==> src/rtl/sdram_init_seq_if.sv <==
// SDRAM init sequencer bus.
// master: datapath side; drives cas_sel, reinit_req and sr_req and observes status.
// slave:  the sequencer; drives the status lines and the SDRAM command pins.
// Signals:
//   cas_sel, reinit_req, sr_req           - requests from the datapath
//   reinit_ack, sr_active, bypass, sdram_rst, sdram_initialized, tim_cas - status
//   sdram_cke/cs_n/ras_n/cas_n/we_n/dqm, sdram_adr, sdram_ba          - SDRAM pins
interface sdram_init_seq_if #(
  parameter int unsigned ADR_W = 13,
  parameter int unsigned BA_W  = 2
);
  logic             cas_sel;
  logic             reinit_req;
  logic             reinit_ack;
  logic             sr_req;
  logic             sr_active;
  logic             bypass;
  logic             sdram_rst;
  logic             sdram_initialized;
  logic             tim_cas;
  logic             sdram_cke;
  logic             sdram_cs_n;
  logic             sdram_ras_n;
  logic             sdram_cas_n;
  logic             sdram_we_n;
  logic             sdram_dqm;
  logic [ADR_W-1:0] sdram_adr;
  logic [BA_W-1:0]  sdram_ba;

  modport master (
    output cas_sel, reinit_req, sr_req,
    input  reinit_ack, sr_active, bypass, sdram_rst, sdram_initialized, tim_cas,
    input  sdram_cke, sdram_cs_n, sdram_ras_n, sdram_cas_n, sdram_we_n, sdram_dqm,
    input  sdram_adr, sdram_ba
  );

  modport slave (
    input  cas_sel, reinit_req, sr_req,
    output reinit_ack, sr_active, bypass, sdram_rst, sdram_initialized, tim_cas,
    output sdram_cke, sdram_cs_n, sdram_ras_n, sdram_cas_n, sdram_we_n, sdram_dqm,
    output sdram_adr, sdram_ba
  );
endinterface

==> src/rtl/sdram_init_seq.sv <==
// SDRAM power-up / mode sequencer. Owns the SDRAM command pins while bypass=1:
// power-up wait, PRECHARGE ALL, NUM_AREF auto refreshes, LOAD MODE, then hands the
// pins to the datapath. From IDLE it can re-run the init with a new CAS latency or
// enter/leave self-refresh. All outputs are registered.
// Ports:
//   sys_clk, sys_rst_n (async, active low)
//   bus (slave modport): requests in, status and SDRAM pins out.
module sdram_init_seq #(
  parameter int unsigned INIT_CYCLES = 12500,
  parameter int unsigned TRP_CYCLES  = 4,
  parameter int unsigned TRFC_CYCLES = 9,
  parameter int unsigned TMRD_CYCLES = 2,
  parameter int unsigned TXSR_CYCLES = 10,
  parameter int unsigned NUM_AREF    = 2,
  parameter int unsigned ADR_W       = 13,
  parameter int unsigned BA_W        = 2,
  parameter logic [2:0]  BURST_CODE  = 3'b011
) (
  input logic            sys_clk,
  input logic            sys_rst_n,
  sdram_init_seq_if.slave bus
);

  function automatic int unsigned max2(input int unsigned a, input int unsigned b);
    return (a > b) ? a : b;
  endfunction

  localparam int unsigned MaxWait = max2(max2(INIT_CYCLES, TRP_CYCLES),
                                         max2(max2(TRFC_CYCLES, TMRD_CYCLES), TXSR_CYCLES));
  localparam int unsigned CntW = $clog2(MaxWait + 1);
  localparam logic [ADR_W-1:0] AdrPall = ADR_W'(1) << 10;

  typedef enum logic [2:0] {
    StPowerup, StPall, StAref, StLmr, StIdle, StSrPall, StSrHold, StSrExit
  } state_e;

  state_e           r_state;
  logic [CntW-1:0]  r_cnt;
  logic [3:0]       r_aref;
  logic             r_reinit;
  logic             r_tim_cas;
  logic             r_cke, r_cs_n, r_ras_n, r_cas_n, r_we_n;
  logic [ADR_W-1:0] r_adr;
  logic [BA_W-1:0]  r_ba;
  logic             r_bypass, r_init, r_sr_active, r_ack;

  logic             w_expired;
  logic [ADR_W-1:0] w_mode_word;

  assign w_expired = (r_cnt == '0);
  // A9=0 (burst writes), A6..A4 = CAS latency, A3=0 (sequential), A2..A0 = burst length.
  assign w_mode_word = ADR_W'({3'b000, 1'b0, r_tim_cas ? 3'b011 : 3'b010, 1'b0, BURST_CODE});

  // Each wait loads N-1 so the next command lands exactly N cycles after the last one.
  always_ff @(posedge sys_clk or negedge sys_rst_n) begin
    if (!sys_rst_n) begin
      r_state     <= StPowerup;
      r_cnt       <= CntW'(INIT_CYCLES);
      r_aref      <= '0;
      r_reinit    <= 1'b0;
      r_tim_cas   <= 1'b0;
      r_cke       <= 1'b0;
      r_cs_n      <= 1'b1;
      r_ras_n     <= 1'b1;
      r_cas_n     <= 1'b1;
      r_we_n      <= 1'b1;
      r_adr       <= '0;
      r_ba        <= '0;
      r_bypass    <= 1'b1;
      r_init      <= 1'b0;
      r_sr_active <= 1'b0;
      r_ack       <= 1'b0;
    end else begin
      // Default every cycle to a NOP with CKE high.
      r_cke   <= 1'b1;
      r_cs_n  <= 1'b0;
      r_ras_n <= 1'b1;
      r_cas_n <= 1'b1;
      r_we_n  <= 1'b1;
      r_adr   <= '0;
      r_ba    <= '0;
      r_ack   <= 1'b0;
      if (!w_expired) r_cnt <= r_cnt - CntW'(1);

      unique case (r_state)
        StPowerup: if (w_expired) begin
          r_tim_cas <= bus.cas_sel;
          r_reinit  <= 1'b0;
          r_ras_n   <= 1'b0;
          r_we_n    <= 1'b0;
          r_adr     <= AdrPall;
          r_aref    <= '0;
          r_cnt     <= CntW'(TRP_CYCLES - 1);
          r_state   <= StPall;
        end
        StPall: if (w_expired) begin
          r_ras_n <= 1'b0;
          r_cas_n <= 1'b0;
          r_aref  <= r_aref + 4'd1;
          r_cnt   <= CntW'(TRFC_CYCLES - 1);
          r_state <= StAref;
        end
        StAref: if (w_expired) begin
          if (r_aref == 4'(NUM_AREF)) begin
            r_ras_n <= 1'b0;
            r_cas_n <= 1'b0;
            r_we_n  <= 1'b0;
            r_adr   <= w_mode_word;
            r_cnt   <= CntW'(TMRD_CYCLES - 1);
            r_state <= StLmr;
          end else begin
            r_ras_n <= 1'b0;
            r_cas_n <= 1'b0;
            r_aref  <= r_aref + 4'd1;
            r_cnt   <= CntW'(TRFC_CYCLES - 1);
          end
        end
        StLmr: if (w_expired) begin
          r_bypass <= 1'b0;
          r_init   <= 1'b1;
          r_ack    <= r_reinit;
          r_state  <= StIdle;
        end
        StIdle: begin
          // Re-init takes priority over self-refresh when both are requested.
          if (bus.reinit_req || bus.sr_req) begin
            r_bypass <= 1'b1;
            r_init   <= 1'b0;
            r_ras_n  <= 1'b0;
            r_we_n   <= 1'b0;
            r_adr    <= AdrPall;
            r_aref   <= '0;
            r_cnt    <= CntW'(TRP_CYCLES - 1);
            if (bus.reinit_req) begin
              r_tim_cas <= bus.cas_sel;
              r_reinit  <= 1'b1;
              r_state   <= StPall;
            end else begin
              r_state   <= StSrPall;
            end
          end
        end
        StSrPall: if (w_expired) begin
          // SELF REFRESH: AUTO REFRESH encoding with CKE dropped in the same cycle.
          r_ras_n     <= 1'b0;
          r_cas_n     <= 1'b0;
          r_cke       <= 1'b0;
          r_sr_active <= 1'b1;
          r_state     <= StSrHold;
        end
        StSrHold: begin
          if (bus.sr_req) begin
            r_cke  <= 1'b0;
            r_cs_n <= 1'b1;
          end else begin
            r_sr_active <= 1'b0;
            r_cnt       <= CntW'(TXSR_CYCLES - 1);
            r_state     <= StSrExit;
          end
        end
        StSrExit: if (w_expired) begin
          r_bypass <= 1'b0;
          r_init   <= 1'b1;
          r_state  <= StIdle;
        end
      endcase
    end
  end

  assign bus.reinit_ack        = r_ack;
  assign bus.sr_active         = r_sr_active;
  assign bus.bypass            = r_bypass;
  assign bus.sdram_rst         = r_bypass;
  assign bus.sdram_initialized = r_init;
  assign bus.tim_cas           = r_tim_cas;
  assign bus.sdram_cke         = r_cke;
  assign bus.sdram_cs_n        = r_cs_n;
  assign bus.sdram_ras_n       = r_ras_n;
  assign bus.sdram_cas_n       = r_cas_n;
  assign bus.sdram_we_n        = r_we_n;
  // The sequencer never moves data, so DQM stays high.
  assign bus.sdram_dqm         = 1'b1;
  assign bus.sdram_adr         = r_adr;
  assign bus.sdram_ba          = r_ba;

endmodule

==> src/flat_wrapper.sv <==
// flat-port wrapper written by rule: the top's interface ports become plain ports
module sdram_init_seq_flat 
#(
  parameter int unsigned INIT_CYCLES = 12500,
  parameter int unsigned TRP_CYCLES  = 4,
  parameter int unsigned TRFC_CYCLES = 9,
  parameter int unsigned TMRD_CYCLES = 2,
  parameter int unsigned TXSR_CYCLES = 10,
  parameter int unsigned NUM_AREF    = 2,
  parameter int unsigned ADR_W       = 13,
  parameter int unsigned BA_W        = 2,
  parameter logic [2:0]  BURST_CODE  = 3'b011
)
  (sys_clk, sys_rst_n, bus_cas_sel, bus_reinit_req, bus_sr_req, bus_reinit_ack, bus_sr_active, bus_bypass, bus_sdram_rst, bus_sdram_initialized, bus_tim_cas, bus_sdram_cke, bus_sdram_cs_n, bus_sdram_ras_n, bus_sdram_cas_n, bus_sdram_we_n, bus_sdram_dqm, bus_sdram_adr, bus_sdram_ba);
  sdram_init_seq_if #(.ADR_W(ADR_W), .BA_W(BA_W)) bus_i ();
  input logic sys_clk;
  input logic sys_rst_n;
  input wire logic [$bits(bus_i.cas_sel)-1:0] bus_cas_sel;
  input wire logic [$bits(bus_i.reinit_req)-1:0] bus_reinit_req;
  input wire logic [$bits(bus_i.sr_req)-1:0] bus_sr_req;
  output wire logic [$bits(bus_i.reinit_ack)-1:0] bus_reinit_ack;
  output wire logic [$bits(bus_i.sr_active)-1:0] bus_sr_active;
  output wire logic [$bits(bus_i.bypass)-1:0] bus_bypass;
  output wire logic [$bits(bus_i.sdram_rst)-1:0] bus_sdram_rst;
  output wire logic [$bits(bus_i.sdram_initialized)-1:0] bus_sdram_initialized;
  output wire logic [$bits(bus_i.tim_cas)-1:0] bus_tim_cas;
  output wire logic [$bits(bus_i.sdram_cke)-1:0] bus_sdram_cke;
  output wire logic [$bits(bus_i.sdram_cs_n)-1:0] bus_sdram_cs_n;
  output wire logic [$bits(bus_i.sdram_ras_n)-1:0] bus_sdram_ras_n;
  output wire logic [$bits(bus_i.sdram_cas_n)-1:0] bus_sdram_cas_n;
  output wire logic [$bits(bus_i.sdram_we_n)-1:0] bus_sdram_we_n;
  output wire logic [$bits(bus_i.sdram_dqm)-1:0] bus_sdram_dqm;
  output wire logic [$bits(bus_i.sdram_adr)-1:0] bus_sdram_adr;
  output wire logic [$bits(bus_i.sdram_ba)-1:0] bus_sdram_ba;
  assign bus_i.cas_sel = bus_cas_sel;
  assign bus_i.reinit_req = bus_reinit_req;
  assign bus_i.sr_req = bus_sr_req;
  assign bus_reinit_ack = bus_i.reinit_ack;
  assign bus_sr_active = bus_i.sr_active;
  assign bus_bypass = bus_i.bypass;
  assign bus_sdram_rst = bus_i.sdram_rst;
  assign bus_sdram_initialized = bus_i.sdram_initialized;
  assign bus_tim_cas = bus_i.tim_cas;
  assign bus_sdram_cke = bus_i.sdram_cke;
  assign bus_sdram_cs_n = bus_i.sdram_cs_n;
  assign bus_sdram_ras_n = bus_i.sdram_ras_n;
  assign bus_sdram_cas_n = bus_i.sdram_cas_n;
  assign bus_sdram_we_n = bus_i.sdram_we_n;
  assign bus_sdram_dqm = bus_i.sdram_dqm;
  assign bus_sdram_adr = bus_i.sdram_adr;
  assign bus_sdram_ba = bus_i.sdram_ba;
  sdram_init_seq #(.INIT_CYCLES(INIT_CYCLES), .TRP_CYCLES(TRP_CYCLES), .TRFC_CYCLES(TRFC_CYCLES), .TMRD_CYCLES(TMRD_CYCLES), .TXSR_CYCLES(TXSR_CYCLES), .NUM_AREF(NUM_AREF), .ADR_W(ADR_W), .BA_W(BA_W), .BURST_CODE(BURST_CODE)) u_core (.sys_clk(sys_clk), .sys_rst_n(sys_rst_n), .bus(bus_i));
endmodule
==> config.mk <==
export PLATFORM = sky130hd
export DESIGN_NAME = sdram_init_seq_flat
export DESIGN_NICKNAME = d
export VERILOG_FILES = /design/src/rtl/sdram_init_seq_if.sv /design/src/rtl/sdram_init_seq.sv /design/src/flat_wrapper.sv
export SDC_FILE = /design/constraint.sdc
export NUM_CORES = 1
export LEC_CHECK = 0
export CAP_MARGIN = 20
export CORE_MARGIN = 4
export CORE_UTILIZATION = 25
export DETAILED_ROUTE_END_ITERATION = 12
export GPL_TIMING_DRIVEN = 1
export PLACE_DENSITY = 0.53
export SLEW_MARGIN = 20
export SYNTH_ARGS = -nofsm -noshare
export SYNTH_HDL_FRONTEND = slang
export SYNTH_SLANG_ARGS = --single-unit
==> constraint.sdc <==
create_clock -name sys_clk -period 7.2 [get_ports sys_clk]
set_input_delay 1.08 -clock sys_clk [delete_from_list [all_inputs] [get_ports sys_clk]]
set_output_delay 1.08 -clock sys_clk [all_outputs]
set_load 0.02 [all_outputs]
; ---- Yosys cells after proc, flatten, opt, wreduce, memory -nomap -nowiden
; Cells that the tools add are included.
[word_totals]
out_inout_bits = 27
elab_cells = 108
regBits = 45
[op_classes]
n_mux = 58
add_sub_neg = 2
reduce_logical = 15
n_eq_ne = 18
[op_table]
columns = operator, count
row1 = 14-bit two-way mux, 6
row2 = 14-bit one-hot mux with 5 select lines, 1
row3 = 13-bit one-hot mux with 3 select lines, 1
row4 = 3-bit two-way mux, 9
row5 = 4-bit two-way mux, 6
row6 = 11-bit two-way mux, 2
row7 = 1-bit two-way mux, 21
row8 = 3-bit one-hot mux with 7 select lines, 1
row9 = 4-bit one-hot mux with 4 select lines, 1
row10 = 14-bit zero test, 1
row11 = "2-bit by 1-bit inequality test with 1-bit output, second input constant", 7
row12 = 1-bit one-hot mux with 2 select lines, 7
row13 = "14-bit by 1-bit subtractor with 14-bit output, second input constant", 1
row14 = 13-bit two-way mux, 1
row15 = "3-bit equality test, second input constant", 4
row16 = 8-bit AND reduction, 1
row17 = 7-bit two-way mux, 1
row18 = "3-bit by 2-bit equality test with 1-bit output, second input constant", 2
row19 = "2-bit inequality test, second input constant", 3
row20 = 3-bit AND reduction, 2
row21 = 6-bit AND reduction, 1
row22 = 2-bit nonzero test, 3
row23 = "4-bit by 1-bit adder with 4-bit output, second input constant", 1
row24 = "4-bit by 2-bit equality test with 1-bit output, second input constant", 1
row25 = other kinds (9), 9

; ---- Longest topological paths before layout
; Gate-level depths: netlist of run 1.
[depth]
depth_word = 4
ltp_mapped = 9

; ---- Least setup slack after synthesis of run 1
; Ideal clock, no wire load.
[synth_path]
kind = reg-to-reg
from = register u_core.r_cnt[0]
to = register u_core.r_cnt[0]
required_ns = 7.062
synth_period_minus_slack_ns = 2.530
arrival_ns = 2.392
setup_slack_ns = 4.670
path_stages_with_launch = 10
setup_ns = 0.138
path_cell_list = dfrtp_1 inv_1 ha_1 or3b_2 nor4_4 inv_2 ha_1 o22ai_1 a2111oi_0 a21oi_1
[synth_between]
elab_chain_len = 4
word_cells_on_any_way = 9
[synth_lines]
columns = item, line_no
row1 = "start, declared", sdram_init_seq.sv:38  ; logic [CntW-1:0] r_cnt;
row2 = "start signal, assigned", sdram_init_seq.sv:58  ; r_cnt <= CntW'(INIT_CYCLES);
row3 = "start signal, assigned", sdram_init_seq.sv:83  ; if (!w_expired) r_cnt <= r_cnt - CntW'(1);
row4 = "start signal, assigned", sdram_init_seq.sv:93  ; r_cnt <= CntW'(TRP_CYCLES - 1);
row5 = 14-bit by 1-bit subtractor with 14-bit output or 14-bit zero test (tied branches), "sdram_init_seq.sv:83, sdram_init_seq.sv:50"
row6 = 14-bit two-way mux, sdram_init_seq.sv:83
row7 = "14-bit two-way mux, on equally long branches", --
row8 = 14-bit one-hot mux with 5 select lines *, sdram_init_seq.sv:85  ; unique case (r_state)
; Mark *: on every way between the ends. The rest lies on a longest branch, timed or not.
; A chain may end at the register's enable or synchronous reset.

; ---- Final worst setup path of run 1
; Same ends and word-level chain as after synthesis.

==> run_results.csv, run 1 <==
group,metric,value,unit
clocking,ctsResizeCount,0,
timing,setup-violations-final,0,
worst_setup_path,r2r_slack,4.40,ns
clocking,cts_hold_buf,0,
worst_setup_path,arrival,2.95,ns
hold_path,holdPathEnd,"u_core.bus.sdram_adr[4]",
die,die_area,0.009405,mm^2
timing,post-route-period-util,0.3895,
finish,layout-drive-gt1-share,0.1368,
timing,fin_crit,2.804,ns
die,fp.dieH,96.98,um
hold_path,holdPathStages,1,
clocking,cts_tree,"built",
detailed_routing,via_per_inst,4.652,
timing,finalWorstSetupSlack,4.396,ns
hold_path,min_from,"u_core.bus.tim_cas",
global_route,grt_max_degree,36,
synthesis,syn-cell-area,0.001979,mm^2
die,core_area,0.007727,mm^2
placement,routabilityCongestion,0.8042,
worst_setup_path,criticalPathCategory,"reg -> reg",
clocking,cts.sinks,35,
worst_setup_path,crit_fanout,18,
worst_setup_path,crit_required,7.34,ns
placement,place_hpwl,3071,um
clocking,path_clk_slew,0.07,ns
clocking,insertion_delay,0.29,ns
synthesis,yosys-top-cells-area,"dfrtp_1, dfstp_2, nor2_1",
finish,final_area,0.002310,mm^2
finish,nFillCells,830,
power,cellLeakagePower,0.9412,nW
finish,nets,243,
timing,max_freq,356.6,MHz
finish,final_common_cell,"nor2_1",
detailed_routing,wl,4168,um
detailed_routing,dr.first_iter.drc_count,56,
status,run_status,"completed",
placement,dpl_cell_area,0.002211,mm^2
synthesis,synth-edff-count,0,
timing,maxSlewHeadroom,0.4914,
detailed_routing,routedWlPerCell,12.40,um
global_route,antenna_found_initial,0,
detailed_routing,vias,1563,
synthesis,syn_avg_cell_area,9.122,um^2
power,power,0.0009073,W
clocking,root_buffer,"clkbuf_8",
timing,rsz0062_at_grt,"false",
finish,fin_util,0.2989,
synthesis,yosysSeqAreaShare,0.4494,
synthesis,synth_flop_cell,"dfrtp_1",
timing,setup_tns,0,ns
global_route,first_global_vias,1565,
synthesis,synth_top_area_cell,"dfrtp_1",
synthesis,synthArstFlopShare,1.000,
clocking,cts_setup_buffers,0,
timing,worst_slew_pin_slew,0.7629,ns
worst_setup_path,end_kind,"register",
worst_setup_path,r2r_end,"u_core.r_cnt[0]",
detailed_routing,ant_nets,0,
global_route,grt_pass1_wl,7438,um
detailed_routing,drc_errors,0,
synthesis,ys_warn_count,0,
detailed_routing,drt_pass1_iterations,5,
placement,io_buffer_count,20,
worst_setup_path,start_kind,"register",
timing,fin_skew,0.01204,ns
finish,final_cell_mix,"nor2_1, dfrtp_1, clkdlybuf4s50_1",
die,rows,32,
power,cellPowerDensity,392.8,mW/mm^2
flow_run,drv_cap,0,
placement,dpl_worst_slack,4.348,ns
synthesis,syn_inst,217,
synthesis,synth-seq-cells,35,
synthesis,ys_types,47,
worst_setup_path,r2r_cells,10,
timing,hold_violations,0,
synthesis,synth_top_area_frac,0.3034,
clocking,cts_buffer_depth,2,
hold_path,hp-class,"reg -> reg",
worst_setup_path,crit_start,"u_core.r_cnt[0]",
clocking,cts_buffers,5,
power,irDropWorstVdd,0.1369,mV
timing,slew_violations,0,
global_route,overflow,0,
die,fp.dieW,96.98,um
finish,syn_to_final_growth,16.69,%
worst_setup_path,worstReg2RegStart,"u_core.r_cnt[0]",
clocking,htreeDepth,2,
die,io_pins,32,
global_route,grt_usage,0.09669,
die,initial_core_util,0.2562,
finish,antenna_cells,0,
==> cell type report <==
type	count	area [um^2]	share of cell area
clock inverter	2	16.27	0.007042
clock buffer	6	82.58	0.03575
tap	102	127.6	0.05525
multi-input combinational	160	953.4	0.4128
inverter	10	37.54	0.01625
timing repair buffer	21	202.7	0.08776
sequential	35	889.6	0.3852
==> power by group <==
| part | switching, W | leakage (nW) | total (W) | internal (W) |
|---|---|---|---|---|
| Combinational | 0.000234 | 0.469 | 0.000412 | 0.000178 |
| Clock | 0.0000719 | 0.0474 | 0.000150 | 0.0000780 |
| Sequential | 0.0000800 | 0.425 | 0.000346 | 0.000266 |
| Total | 0.000386 | 0.941 | 0.000907 | 0.000522 |
==> worst max path at each step <==
| stage | cells past startpoint | to |
|---|---|---|
| 6_report | 10 | u_core.r_cnt[0] |
| 3_3_place_gp | 6 | u_core.r_cnt[8] |
| 3_5_place_dp | 6 | u_core.r_cnt[9] |
| 2_1_floorplan | 9 | u_core.r_cnt[0] |
| 4_1_cts | 10 | u_core.r_cnt[0] |
| 5_1_grt | 10 | u_core.r_cnt[0] |
==> synthesized netlist by cell type, types with 6 or more instances <==
cell type	instances
a21oi_1	14
buf_4	14
dfrtp_1	24
dfstp_2	11
inv_1	9
nand2_1	15
nor2_1	32
nor3_1	8
nor4_1	6
o21ai_0	9
or3_1	6
xnor2_1	7
==> sequential cells by signal, summed over array words and instances, names as in the netlist <==
name	cells
u_core.bus.reinit_ack	1
u_core.bus.sdram_ras_n	1
u_core.bus.sdram_cs_n	1
u_core.bus.sdram_adr	3
u_core.bus.tim_cas	1
u_core.bus.sdram_initialized	1
u_core.r_aref	4
u_core.r_state	3
u_core.bus.sdram_we_n	1
u_core.bus.sdram_cas_n	1
u_core.r_cnt	14
u_core.r_reinit	1
u_core.bus.bypass	1
u_core.bus.sr_active	1
u_core.bus.sdram_cke	1
==> layer usage <==
metal	vias to the layer above	global-route usage	routed length (um)
met1	744	0.1256	1965
li1	769	-	-
met4	0	0.02268	21
met2	45	0.1529	1936
met3	5	0.03605	245
met5	-	0	0
==> through the flow <==
| step | std cells | hold slack [ns] |
|---|---|---|
| floorplan | 226 | 0.4908 |
| global placement | 328 | 0.4995 |
| detailed placement | 328 | 0.4923 |
| CTS | 336 | 0.5118 |
| global route | 336 | 0.5330 |
| finish | 336 | 0.5083 |
==> critical path, cell delays in order, from the launching register on <==
cell,delay (ns)
dfrtp_1,0.43
inv_1,0.10
ha_1,0.20
or3b_2,0.50
nor4_4,0.14
buf_4,0.28
inv_2,0.13
ha_1,0.32
o22ai_1,0.08
a2111oi_0,0.39
a21oi_1,0.09
==> kinds of logic after synthesis <==
| family | count (synthesis) | share of synthesized area |
|---|---|---|
| buffers and inverters | 31 | 0.08596 |
| multiplexers | 4 | 0.02086 |
| adder cells (fa/ha/maj) | 5 | 0.03161 |
| other | 2 | 0.003794 |
| AND/OR/NAND/NOR | 88 | 0.2301 |
| XOR/XNOR | 7 | 0.03097 |
| flip-flops | 35 | 0.4494 |
| AO/OA/AOI/OAI | 45 | 0.1473 |
Power figures use the tool's default switching activity.
==> inputs of run 2 (changes only) <==
- PLACE_DENSITY: 0.53 -> 0.55
- clock period: 7.2 -> 2.44 ns (I/O delays scaled with it)
==> run 2 against run 1 <==
Worst hold slack lost 0.34 ns. Global-route usage grew 0.54 points. Flip-flop and latch count is the same. Power grew to 3.2 times the previous value. Critical endpoint unchanged.
==> run_results.csv, run 2 (synthesized netlist as in run 1, its figures left out) <==
group,metric,value,unit
status,run_status,"completed",
clocking,cts_buffer_depth,2,
finish,final_area,0.002402,mm^2
finish,final_cell_mix,"nor2_1, dfrtp_1, clkdlybuf4s50_1",
clocking,cts_hold_buf,0,
timing,setup_tns,0,ns
die,initial_core_util,0.2562,
global_route,grt_pass1_wl,7859,um
timing,fin_crit,2.299,ns
finish,antenna_cells,0,
worst_setup_path,arrival,2.45,ns
die,rows,32,
worst_setup_path,end_kind,"register",
global_route,overflow,0,
clocking,root_buffer,"clkbuf_8",
timing,fin_skew,0.002933,ns
die,core_area,0.007727,mm^2
placement,dpl_cell_area,0.002298,mm^2
clocking,htreeDepth,2,
finish,nets,251,
timing,worst_slew_pin_slew,0.8200,ns
detailed_routing,via_per_inst,4.610,
worst_setup_path,start_kind,"register",
worst_setup_path,critical_path.top_delay_family,"simple AND/OR/NAND/NOR gates",
power,p_seq_frac,0.338,
hold_path,hp-class,"in -> async",
clocking,cts.sinks,35,
timing,rsz0062_at_grt,"false",
detailed_routing,drt_pass1_iterations,4,
detailed_routing,wl,4643,um
timing,hold_violations,0,
detailed_routing,dr.first_iter.drc_count,47,
timing,max_freq,435.0,MHz
global_route,first_global_vias,1512,
worst_setup_path,criticalPathCategory,"reg -> reg",
clocking,insertion_delay,0.29,ns
finish,top_register,"u_core.r_cnt",
detailed_routing,ant_nets,0,
timing,setup-violations-final,0,
worst_setup_path,crit_fanout,4,
worst_setup_path,critPathBufInv,2,
finish,reg_top3,"u_core.r_cnt (14), u_core.r_aref (4)",
die,fp.dieH,96.98,um
finish,syn_to_final_growth,21.37,%
clocking,path_clk_slew,0.07,ns
power,swShare,0.4184,
worst_setup_path,cpPeakStageDelay,0.42,ns
clocking,cts_setup_buffers,0,
die,io_pins,32,
finish,largest_reg_flops,14,
power,power.internal,0.001679,W
power,cellPowerDensity,1202,mW/mm^2
placement,io_buffer_count,20,
timing,maxSlewHeadroom,0.4534,
die,fp.dieW,96.98,um
global_route,grt_max_degree,36,
finish,nFillCells,820,
power,cellLeakagePower,0.9875,nW
finish,final_common_cell,"nor2_1",
power,clock_power_share,0.166,
placement,place_hpwl,3295,um
worst_setup_path,cpMaxStageDelayCell,"dfrtp_1",
global_route,antenna_found_initial,0,
die,die_area,0.009405,mm^2
finish,multi_input_area,980.9,um^2
worst_setup_path,crit_chain,"inv_2 -> ha_4 -> or3b_4 -> nor4_4 -> inv_2 -> ha_4 -> o22ai_1 -> a2111oi_0 -> a21oi_1",
detailed_routing,routedWlPerCell,13.50,um
detailed_routing,drc_errors,0,
clocking,cts_tree,"built",
finish,seq_area,889.6,um^2
clocking,cts_buffers,5,
timing,slew_violations,0,
power,combPwrFrac,0.496,
global_route,grt_usage,0.1021,
timing,post-route-period-util,0.9421,
detailed_routing,vias,1586,
flow_run,drv_cap,0,
clocking,ctsResizeCount,0,
finish,layout-drive-gt1-share,0.1736,
worst_setup_path,crit_required,2.59,ns
power,irDropWorstVdd,0.4413,mV
power,p_switching,0.001208,W
placement,routabilityCongestion,0.8358,
run 2: power by group through the flow:
stage	registers (W)	logic, W	clock network [W]
after detailed placement	0.000983	0.00143	0
after CTS	0.000973	0.00144	0.000491
after global routing	0.00101	0.00162	0.000515
after floorplan	0.000959	0.00102	0
final	0.000974	0.00143	0.000481
after global placement	0.000981	0.00141	0
run 2: path summary, 6_finish.rpt:
kind | from | end | slack, ns | cells after the start
worst max-delay path | u_core.r_cnt[0] | u_core.r_cnt[0] | 0.14 | 9
worst min-delay path | sys_rst_n | u_core.r_cnt[11] | 0.17 | 1
worst max register to register | u_core.r_cnt[0] | u_core.r_cnt[0] | 0.14 | 9
worst min register to register | u_core.r_reinit | u_core.bus.reinit_ack | 0.52 | 2
max in group asynchronous | sys_rst_n | u_core.bus.reinit_ack | 1.76 | 1
min in group sys_clk | u_core.r_reinit | u_core.bus.reinit_ack | 0.52 | 2
run 2: stage by stage:
stage            util  total power, W  setup WS [ns]  instances  hold slack, ns
2_1_floorplan       -        0.001982       0.009427        226         0.07041
3_3_place_gp   0.2974        0.002395         0.1463        336          0.4966
3_5_place_dp   0.2974        0.002409        0.09355        336          0.4965
4_1_cts        0.3104        0.002901        0.08882        344          0.1936
5_1_grt        0.3109        0.003140        0.01681        344          0.2289
6_report       0.3109        0.002887         0.1414        344          0.1675
run 2: final cells by class:
class                   count  area share
well taps                 102     0.05312
repair buffers             29      0.1109
clock buffers               8     0.04167
inverters                  10     0.01563
multi-input cells         160      0.4083
flip-flops and latches     35      0.3703
run 2: metal layers:
metal / up-vias / GRT usage / part of all wire
met5: - / 0 / 0
met4: 0 / 0.03240 / 0.0097
met2: 40 / 0.1555 / 0.45
li1: 787 / - / -
met1: 753 / 0.1420 / 0.49
met3: 6 / 0.02523 / 0.048
==> inputs of run 3 (changes only) <==
- CTS_CLUSTER_DIAMETER: not set -> 40
- SLEW_MARGIN: 20 -> 15
==> results of run 3 <==
No change in the layout: final DEF, timing and power equal those of run 2.
